**config.mk**
```make
export PLATFORM = sky130hd
export DESIGN_NAME = bias_ctrl_flat
export DESIGN_NICKNAME = d
export VERILOG_FILES = /design/src/rtl/bias_ctrl_if.sv /design/src/rtl/bias_ctrl.sv /design/src/flat_wrapper.sv
export SDC_FILE = /design/constraint.sdc
export NUM_CORES = 1
export LEC_CHECK = 0
export CAP_MARGIN = 20
export CELL_PAD_IN_SITES_DETAIL_PLACEMENT = 2
export CELL_PAD_IN_SITES_GLOBAL_PLACEMENT = 2
export CORE_MARGIN = 8
export CORE_UTILIZATION = 33
export DETAILED_ROUTE_END_ITERATION = 6
export GPL_ROUTABILITY_DRIVEN = 1
export PLACE_DENSITY = 0.78
export SYNTH_ARGS = -nofsm -noshare
export SYNTH_HDL_FRONTEND = slang
export SYNTH_SLANG_ARGS = --single-unit
```
**constraint.sdc**
```tcl
create_clock -name clk -period 3.29 [get_ports clk]
set_input_delay 0.658 -clock clk [delete_from_list [all_inputs] [get_ports clk]]
set_output_delay 0.658 -clock clk [all_outputs]
set_load 0.01 [all_outputs]
```
**src/rtl/bias_ctrl_if.sv**
```systemverilog
// Unified-buffer read port used by bias_ctrl to fetch one bias word per column.
// req is a level held with a stable address until a beat; a beat transfers on a rising edge where req && valid.
interface bias_ctrl_if #(
  parameter int ADDR_W = 16,
  parameter int DATA_W = 16
);
  logic              ub_rd_req_out;
  logic [ADDR_W-1:0] ub_rd_addr_out;
  logic              ub_rd_valid_in;
  logic [DATA_W-1:0] ub_rd_data_in;

  modport master (
    output ub_rd_req_out,
    output ub_rd_addr_out,
    input  ub_rd_valid_in,
    input  ub_rd_data_in
  );

  modport slave (
    input  ub_rd_req_out,
    input  ub_rd_addr_out,
    output ub_rd_valid_in,
    output ub_rd_data_in
  );
endinterface

```
**src/rtl/bias_ctrl.sv**
```systemverilog
// Per-layer bias loader: fetches NUM_COLS bias words from the unified buffer,
// holds them for the columns and counts systolic rows per column to find layer end.
module bias_ctrl #(
  parameter int NUM_COLS = 2,
  parameter int DATA_W   = 16,
  parameter int ADDR_W   = 16
) (
  input  logic                       clk,
  input  logic                       rst,
  input  logic                       start_in,
  input  logic [ADDR_W-1:0]          bias_base_addr_in,
  input  logic [15:0]                num_rows_in,
  bias_ctrl_if.master                ub,
  input  logic [NUM_COLS-1:0]        col_valid_in,
  output logic [NUM_COLS*DATA_W-1:0] bias_scalar_out,
  output logic                       busy_out,
  output logic                       ready_out,
  output logic                       layer_done_out,
  output logic                       err_out,
  output logic [1:0]                 state_dbg
);

  localparam int KW = (NUM_COLS > 1) ? $clog2(NUM_COLS) : 1;
  localparam logic [KW-1:0] K_LAST = KW'(NUM_COLS - 1);

  typedef enum logic [1:0] {
    IDLE   = 2'd0,
    FETCH  = 2'd1,
    ACTIVE = 2'd2
  } state_t;

  state_t              state_q, state_d;
  logic [ADDR_W-1:0]   base_q;
  logic [15:0]         rows_q;
  logic [KW-1:0]       k_q;
  logic [DATA_W-1:0]   bias_q [NUM_COLS];
  logic [15:0]         cnt_q  [NUM_COLS];
  logic                done_q, err_q;
  logic                done_d, err_set;
  logic                start_acc, beat, last_beat, all_fin;
  logic [NUM_COLS-1:0] col_done, col_fin;

  // The done-pulse cycle still counts as the tail of the previous layer, so a start there is dropped.
  assign start_acc = (state_q == IDLE) && start_in && !done_q;
  assign beat      = (state_q == FETCH) && ub.ub_rd_valid_in;
  assign last_beat = beat && (k_q == K_LAST);

  always_comb begin
    col_done = '0;
    col_fin  = '0;
    for (int c = 0; c < NUM_COLS; c++) begin
      col_done[c] = (cnt_q[c] == rows_q);
      col_fin[c]  = col_done[c] || (col_valid_in[c] && ((cnt_q[c] + 16'd1) == rows_q));
    end
  end

  assign all_fin = &col_fin;

  always_comb begin
    state_d = state_q;
    done_d  = 1'b0;
    err_set = 1'b0;
    case (state_q)
      IDLE: begin
        err_set = |col_valid_in;
        if (start_acc) state_d = FETCH;
      end
      FETCH: begin
        err_set = |col_valid_in;
        if (last_beat) begin
          if (rows_q != 16'd0) begin
            state_d = ACTIVE;
          end else begin
            state_d = IDLE;
            done_d  = 1'b1;
          end
        end
      end
      ACTIVE: begin
        err_set = |(col_valid_in & col_done);
        if (all_fin) begin
          state_d = IDLE;
          done_d  = 1'b1;
        end
      end
      default: state_d = IDLE;
    endcase
  end

  always_ff @(posedge clk or negedge rst) begin
    if (!rst) state_q <= IDLE;
    else      state_q <= state_d;
  end

  always_ff @(posedge clk or negedge rst) begin
    if (!rst) begin
      base_q <= '0;
      rows_q <= '0;
      k_q    <= '0;
      done_q <= 1'b0;
      err_q  <= 1'b0;
      for (int c = 0; c < NUM_COLS; c++) begin
        bias_q[c] <= '0;
        cnt_q[c]  <= '0;
      end
    end else begin
      done_q <= done_d;
      err_q  <= (start_acc ? 1'b0 : err_q) | err_set;
      if (start_acc) begin
        base_q <= bias_base_addr_in;
        rows_q <= num_rows_in;
        k_q    <= '0;
        for (int c = 0; c < NUM_COLS; c++) cnt_q[c] <= '0;
      end
      if (beat) begin
        bias_q[k_q] <= ub.ub_rd_data_in;
        k_q         <= last_beat ? '0 : k_q + KW'(1);
      end
      // Complete columns saturate; their extra valids only raise err.
      if (state_q == ACTIVE) begin
        for (int c = 0; c < NUM_COLS; c++) begin
          if (col_valid_in[c] && !col_done[c]) cnt_q[c] <= cnt_q[c] + 16'd1;
        end
      end
    end
  end

  assign ub.ub_rd_req_out  = (state_q == FETCH);
  assign ub.ub_rd_addr_out = (state_q == FETCH) ? base_q + ADDR_W'(k_q) : '0;

  for (genvar g = 0; g < NUM_COLS; g++) begin : g_bias
    assign bias_scalar_out[g*DATA_W +: DATA_W] = bias_q[g];
  end

  assign busy_out       = (state_q != IDLE);
  assign ready_out      = (state_q == ACTIVE);
  assign layer_done_out = done_q;
  assign err_out        = err_q;
  assign state_dbg      = state_q;

endmodule

```
**src/flat_wrapper.sv**
```systemverilog
// flat-port wrapper written by rule: the top's interface ports become plain ports
module bias_ctrl_flat 
#(
  parameter int NUM_COLS = 2,
  parameter int DATA_W   = 16,
  parameter int ADDR_W   = 16
)
  (clk, rst, start_in, bias_base_addr_in, num_rows_in, col_valid_in, bias_scalar_out, busy_out, ready_out, layer_done_out, err_out, state_dbg, ub_ub_rd_req_out, ub_ub_rd_addr_out, ub_ub_rd_valid_in, ub_ub_rd_data_in);
  bias_ctrl_if #(.ADDR_W(ADDR_W), .DATA_W(DATA_W)) ub_i ();
  input  logic clk;
  input  logic rst;
  input  logic start_in;
  input  logic [ADDR_W-1:0] bias_base_addr_in;
  input  logic [15:0] num_rows_in;
  input  logic [NUM_COLS-1:0] col_valid_in;
  output logic [NUM_COLS*DATA_W-1:0] bias_scalar_out;
  output logic busy_out;
  output logic ready_out;
  output logic layer_done_out;
  output logic err_out;
  output logic [1:0] state_dbg;
  output wire logic [$bits(ub_i.ub_rd_req_out)-1:0] ub_ub_rd_req_out;
  output wire logic [$bits(ub_i.ub_rd_addr_out)-1:0] ub_ub_rd_addr_out;
  input wire logic [$bits(ub_i.ub_rd_valid_in)-1:0] ub_ub_rd_valid_in;
  input wire logic [$bits(ub_i.ub_rd_data_in)-1:0] ub_ub_rd_data_in;
  assign ub_ub_rd_req_out = ub_i.ub_rd_req_out;
  assign ub_ub_rd_addr_out = ub_i.ub_rd_addr_out;
  assign ub_i.ub_rd_valid_in = ub_ub_rd_valid_in;
  assign ub_i.ub_rd_data_in = ub_ub_rd_data_in;
  bias_ctrl #(.NUM_COLS(NUM_COLS), .DATA_W(DATA_W), .ADDR_W(ADDR_W)) u_core (.clk(clk), .rst(rst), .start_in(start_in), .bias_base_addr_in(bias_base_addr_in), .num_rows_in(num_rows_in), .ub(ub_i), .col_valid_in(col_valid_in), .bias_scalar_out(bias_scalar_out), .busy_out(busy_out), .ready_out(ready_out), .layer_done_out(layer_done_out), .err_out(err_out), .state_dbg(state_dbg));
endmodule
```
# --- Yosys cells after proc, flatten, opt, wreduce, memory -nomap -nowiden ---
# Index checks and enable logic that the tools add are counted.
totals:
  input_bits: 54
  word_cells: 73
  register_bits: 101
  out_inout_bits: 55
op_classes:
  n_lt_le_gt_ge: 2
  eq_ne: 9
  add_sub_neg: 4
  n_reduce_logical: 23
  bitwise_logic: 3
  n_mux: 22
ops:
  columns: ["cell", "n"]
  rows:
  - ["$eq 16x16->1", 4]
  - ["$mux 16", 4]
  - ["$mux 32", 2]
  - ["$add 16x1->16 const B", 2]
  - ["$bwmux 32", 1]
  - ["$add 16x1->16", 1]
  - ["$demux 16 s1", 1]
  - ["$reduce_bool 16->1", 1]
  - ["$logic_and 1x1->1", 9]
  - ["$mux 2", 4]
  - ["$mux 1", 7]
  - ["$ne 2x1->1 const B", 3]
  - ["$pmux 2 s3", 1]
  - ["$reduce_or 2->1", 3]
  - ["$pmux 1 s2", 2]
  - ["$reduce_bool 2->1", 2]
  - ["$logic_not 1->1", 3]
  - ["$reduce_and 3->1", 1]
  - ["$and 2x2->2", 1]
  - ["$eq 2x1->1 const B", 1]
  - ["$eq 2x2->1 const B", 1]
  - ["$ge 2x2->1 const B", 1]
  - ["$logic_not 2->1", 1]
  - ["$logic_or 1x1->1", 2]
  - ["5 further kinds", 5]

# --- Longest topological paths before layout ---
logic_depth:
  depth_word: 7
  depth_mapped: 10
  mapped_depth_nobuf: 9

# --- Least setup slack after synthesis ---
# No wires, ideal clock.
synth_path:
  path_type: "register -> register"
  from: "register u_core.cnt_q[0] (netlist bit)"
  to: "register u_core.state_q[0], in the netlist u_core.state_dbg[0]"
  period_less_slack_ns: 2.279
  required_time_ns: 3.162
  t_arrival_ns: 2.151
  stages_incl_launch_ff: 10
  setup_time_ns: 0.128
  slack_ns: 1.011
  path_cell_list: "dfrtp_1 ha_1 and3_2 nand2_2 or4_1 a211oi_1 nand4_1 nand3_1 o211ai_2 mux2i_1"
synth_via:
  elab_chain_len: 7
  word_cells_on_any_way: 8
synth_rtl:
  columns: ["element", "line", "text"]
  rows:
  - ["from (decl)", "bias_ctrl.sv:37", "logic [15:0] cnt_q [NUM_COLS];"]
  - ["from (signal, indexed assignment)", "bias_ctrl.sv:122", "if (col_valid_in[c] && !col_done[c]) cnt_q[c] <= cnt_q[c] + 16'd1;"]
  - ["$add 16x1->16", "bias_ctrl.sv:53", "col_fin[c] = col_done[c] || (col_valid_in[c] && ((cnt_q[c] + 16'd1) == rows_q));"]
  - ["$eq 16x16->1", "bias_ctrl.sv:53", null]
  - ["$logic_and 1x1->1", "bias_ctrl.sv:53", null]
  - ["$logic_or 1x1->1 (*)", "bias_ctrl.sv:53", null]
  - ["$reduce_and 2->1 (*)", "bias_ctrl.sv:57", "assign all_fin = &col_fin;"]
  - ["$ne 2x1->1 (no source line) (*)", null, null]
  - ["$reduce_and 3->1 (no source line) (*)", null, null]
  - ["to (signal assigned)", "bias_ctrl.sv:92", "else state_q <= state_d;"]
  - ["to (decl)", "bias_ctrl.sv:32", "state_t state_q, state_d;"]
# Every way passes the cells marked *; elsewhere a longest branch is shown, timed or not.
# A chain may end at the register's enable or synchronous reset.

# --- Worst setup path after layout ---
layout_path:
  from: "register u_core.base_q[5]"
  to: "output ub_ub_rd_addr_out[9]"
layout_via:
  elab_chain_len: 2
layout_rtl:
  columns: ["element", "line", "text"]
  rows:
  - ["from (decl)", "bias_ctrl.sv:33", "logic [ADDR_W-1:0] base_q;"]
  - ["from (signal assigned)", "bias_ctrl.sv:110", "base_q <= bias_base_addr_in;"]
  - ["$add 16x1->16", "bias_ctrl.sv:129", "assign ub.ub_rd_addr_out = (state_q == FETCH) ? base_q + ADDR_W'(k_q) : '0;"]
  - ["$mux 16", "bias_ctrl.sv:129", null]
  - ["to (decl)", "flat_wrapper.sv:23", "output wire logic [$bits(ub_i.ub_rd_addr_out)-1:0] ub_ub_rd_addr_out;"]
# No other way between the ends.

==> impl_metrics.sql <==
INSERT INTO impl_metrics (metric_group, metric, value, unit) VALUES
('clocking', 'maximum_number_of_buffers_from_clock_root_to_sink', '2', ''),
('pwr', 'static-leakage-power', '3.05', 'nW'),
('pwr', 'power_per_cell_area', '831', 'mW/mm2'),
('sta', 'timing_max_transition_violations_final', '0', ''),
('setup_path', 'cp_slowest_stage_delay', '0.62', 'ns'),
('sta', 'setup_violations', '0', ''),
('sta', 'timing.final.hold_violations', '0', ''),
('yosys', 'synth.most_common_cell', 'sky130_fd_sc_hd__dfrtp_1', ''),
('detailed_routing', 'wl_per_cell', '23.0', 'um'),
('yosys', 'synth-edff-count', '0', ''),
('sta', 'worst_slew_pin_slew', '0.817', 'ns'),
('floorplan', 'die_width', '150', 'um'),
('yosys', 'synthesis.nets', '647', ''),
('setup_path', 'critical_path.n_buffers_inverters', '1', ''),
('global_route', 'grt_pass1_vias', '5773', ''),
('global_route', 'grtUsageTotal', '0.192', ''),
('clocking', 'cts_root_buffer', 'sky130_fd_sc_hd__clkbuf_16', ''),
('min_path', 'min_path_type', 'primary input to async pin', ''),
('setup_path', 'timing.critical_path.from', 'u_core.base_q[5]', ''),
('status', 'outcome', 'finished, final reports clean', ''),
('setup_path', 'r2r_cells', '9', ''),
('global_route', 'antenna_found_initial', '0', ''),
('yosys', 'yosys_cell_types', '63', ''),
('global_route', 'grt_start_max_net_pins', '62', ''),
('setup_path', 'worstPathArrival', '2.52', 'ns'),
('clocking', 'cts-buffers-inserted', '9', ''),
('setup_path', 'cp_max_fo', '4', ''),
('yosys', 'synth_top_area_share', '0.424', ''),
('clocking', 'cts.htree.levels', '3', ''),
('setup_path', 'timing.rr.end', 'u_core.state_dbg[0]', ''),
('floorplan', 'pin_count', '109', ''),
('floorplan', 'die-height', '150', 'um'),
('setup_path', 'critPathTopFamily', 'simple AND/OR/NAND/NOR gates', ''),
('place', 'detailed_place_hpwl', '15400', 'um'),
('sta', 'grt_setup_unrepaired', 'false', ''),
('floorplan', 'placement_rows', '49', ''),
('detailed_routing', 'vias_per_cell', '5.56', ''),
('yosys', 'synth_area_leaders', 'sky130_fd_sc_hd__dfrtp_1 42%, sky130_fd_sc_hd__mux2_2 12%, sky130_fd_sc_hd__xor2_1 4.6%, sky130_fd_sc_hd__xnor2_1 3.8%, sky130_fd_sc_hd__o21ai_0 3.0%', ''),
('global_route', 'grt_first_pass_wirelength', '33800', 'um'),
('detailed_routing', 'detail_route.first_pass.iterations', '4', ''),
('yosys', 'seq_area_frac_synth', '0.424', ''),
('floorplan', 'die_outline_area', '0.0226', 'mm2'),
('sta', 'timing.final.crit_period', '3.18', 'ns'),
('yosys', 'async_reset_ff_frac', '1.00', ''),
('detailed_routing', 'drc_marker_count_from_the_first_detailed_route_iteration', '175', ''),
('setup_path', 'crit_path_cell_trace', 'and3_2, and3_4, nand2_1, or3_1, a21boi_0, clkdlybuf4s50_1', ''),
('yosys', 'yosys-top-cells-count', '101 x sky130_fd_sc_hd__dfrtp_1, 64 x sky130_fd_sc_hd__mux2_2, 36 x sky130_fd_sc_hd__o21ai_0', ''),
('detailed_routing', 'wirelength', '20900', 'um'),
('yosys', 'ys_dominant_reg_cell', 'sky130_fd_sc_hd__dfrtp_1', ''),
('global_route', 'gr-total-overflow', '0', ''),
('setup_path', 'timing.critical_path.depth', '6', ''),
('yosys', 'synthDominantAreaCellType', 'sky130_fd_sc_hd__dfrtp_1', ''),
('setup_path', 'setup_slack_reg_to_reg', '0.40', 'ns'),
('sta', 'final.setup_skew', '0.0157', 'ns'),
('clocking', 'cts.clk_slew.worst_paths', '0.09', 'ns'),
('yosys', 'netlist_instances', '585', ''),
('detailed_routing', 'route.detailed.drc', '0', ''),
('sta', 'max_freq', '315', 'MHz'),
('setup_path', 'reg2reg_from', 'u_core.cnt_q[16]', ''),
('setup_path', 'kind_of_capture_point_of_the_worst_setup_path', 'output port', ''),
('job', 'timing.max_cap.violations', '0', ''),
('place', 'numPlacedInstances', '890', ''),
('setup_path', 'timing.critical_path.to', 'ub_ub_rd_addr_out[9]', ''),
('cells_and_area', 'final_layout_size_suffix_gt1_frac', '0.171', ''),
('setup_path', 'critical_path_type', 'flop to output port', ''),
('floorplan', 'initial_core_util', '0.334', ''),
('setup_path', 'worstPathRequired', '2.63', 'ns'),
('clocking', 'clock_tree_from_tritoncts', 'built', ''),
('yosys', 'yosys_warnings', '0', ''),
('floorplan', 'core_region_area', '0.0178', 'mm2'),
('setup_path', 'critical-path-slowest-cell', 'sky130_fd_sc_hd__clkdlybuf4s50_1', '');
## registers in the layout (all words and copies together) (netlist names)
register                count
u_core.state_dbg            2
u_core.bias_scalar_out     32
u_core.base_q              16
u_core.layer_done_out       1
u_core.rows_q              16
u_core.cnt_q               32
u_core.k_q                  1
u_core.err_out              1
## worst min-delay path by stage
stage	endpoint	slack, ns	startpoint	cells past startpoint
2_1_floorplan	u_core.base_q[0]	0.36	rst	0
3_3_place_gp	u_core.err_out	0.48	u_core.err_out	2
3_5_place_dp	u_core.bias_scalar_out[8]	0.50	u_core.bias_scalar_out[8]	1
4_1_cts	u_core.base_q[5]	0.40	rst	1
5_1_grt	u_core.base_q[5]	0.42	rst	1
6_report	u_core.base_q[5]	0.37	rst	1
## layer usage
layer  vias to the layer above  track usage  part of all wire
li1                       2298            -                 -
met1                      2603        0.224              0.42
met2                       128        0.314              0.47
met3                        21       0.0917             0.092
met4                         0       0.0445             0.015
met5                         -            0                 0
## through the flow
step                      total power, W  hold slack, ns   util  worst slack [ns]  instance area (um2)
after floorplan                  0.00372           0.362      -              1.01                 5970
after global placement           0.00493           0.477  0.403             0.514                 7190
after detailed placement         0.00511           0.499  0.403             0.324                 7190
after CTS                        0.00635           0.404  0.422            0.0133                 7530
after global routing             0.00669           0.419  0.423            0.0157                 7550
final                            0.00628           0.369  0.424             0.114                 7560
## final cells by class
type / count / area, um2
Multi-Input combinational cell: 430 / 3200
Clock inverter: 7 / 96.3
Tap cell: 229 / 287
Inverter: 13 / 48.8
Clock buffer: 9 / 225
Timing Repair Buffer: 119 / 1170
Sequential cell: 101 / 2530
Fill cell: 1849 / 10300
Antenna cell: 1 / 2.50
## where the power goes
group | internal [W] | total [W] | switching, W
sequential | 0.00169 | 0.00224 | 0.000555
clock | 0.000554 | 0.00114 | 0.000590
combinational | 0.00150 | 0.00289 | 0.00139
total | 0.00374 | 0.00628 | 0.00253
## timing repair
action,4_1_cts,5_1_grt
buffers inserted,1,1
resized for setup,3,8
setup endpoints to repair,3,7
pin swaps,1,2
## logic make-up (layout without fill, tap and decap cells)
kind of cell / count (synthesis) / in the layout / synth area share
AO/OA/AOI/OAI: 116 / 116 / 0.127
XOR/XNOR: 57 / 57 / 0.0837
buffers and inverters: 54 / 148 / 0.0434
adder cells (fa/ha/maj): 8 / 8 / 0.0168
other: 0 / 1 / 0
AND/OR/NAND/NOR: 181 / 181 / 0.178
multiplexers: 68 / 68 / 0.128
flip-flops: 101 / 101 / 0.424
## placed cells by master, fill, tap and decap left out, types with 4 or more instances in the layout
cell type / instances
sky130_fd_sc_hd__a21boi_0: 4
sky130_fd_sc_hd__a21oi_1: 10
sky130_fd_sc_hd__a31oi_1: 7
sky130_fd_sc_hd__and2_1: 14
sky130_fd_sc_hd__and3_1: 7
sky130_fd_sc_hd__and4_1: 5
sky130_fd_sc_hd__buf_4: 12
sky130_fd_sc_hd__clkbuf_16: 9
sky130_fd_sc_hd__clkdlybuf4s50_1: 103
sky130_fd_sc_hd__clkinv_8: 4
sky130_fd_sc_hd__dfrtp_1: 101
sky130_fd_sc_hd__dlymetal6s2s_1: 4
sky130_fd_sc_hd__ha_1: 7
sky130_fd_sc_hd__inv_1: 13
sky130_fd_sc_hd__mux2_2: 64
sky130_fd_sc_hd__mux2i_1: 4
sky130_fd_sc_hd__nand2_1: 30
sky130_fd_sc_hd__nand2b_1: 4
sky130_fd_sc_hd__nand3_1: 22
sky130_fd_sc_hd__nand4_1: 16
sky130_fd_sc_hd__nor2_1: 23
sky130_fd_sc_hd__nor2b_1: 9
sky130_fd_sc_hd__nor3_1: 6
sky130_fd_sc_hd__nor4_1: 9
sky130_fd_sc_hd__nor4_2: 4
sky130_fd_sc_hd__o21ai_0: 36
sky130_fd_sc_hd__o21ai_1: 11
sky130_fd_sc_hd__o31ai_1: 17
sky130_fd_sc_hd__o41ai_1: 10
sky130_fd_sc_hd__or3_1: 5
sky130_fd_sc_hd__xnor2_1: 26
sky130_fd_sc_hd__xor2_1: 31
Note: power is estimated with default switching activity, not from simulation.
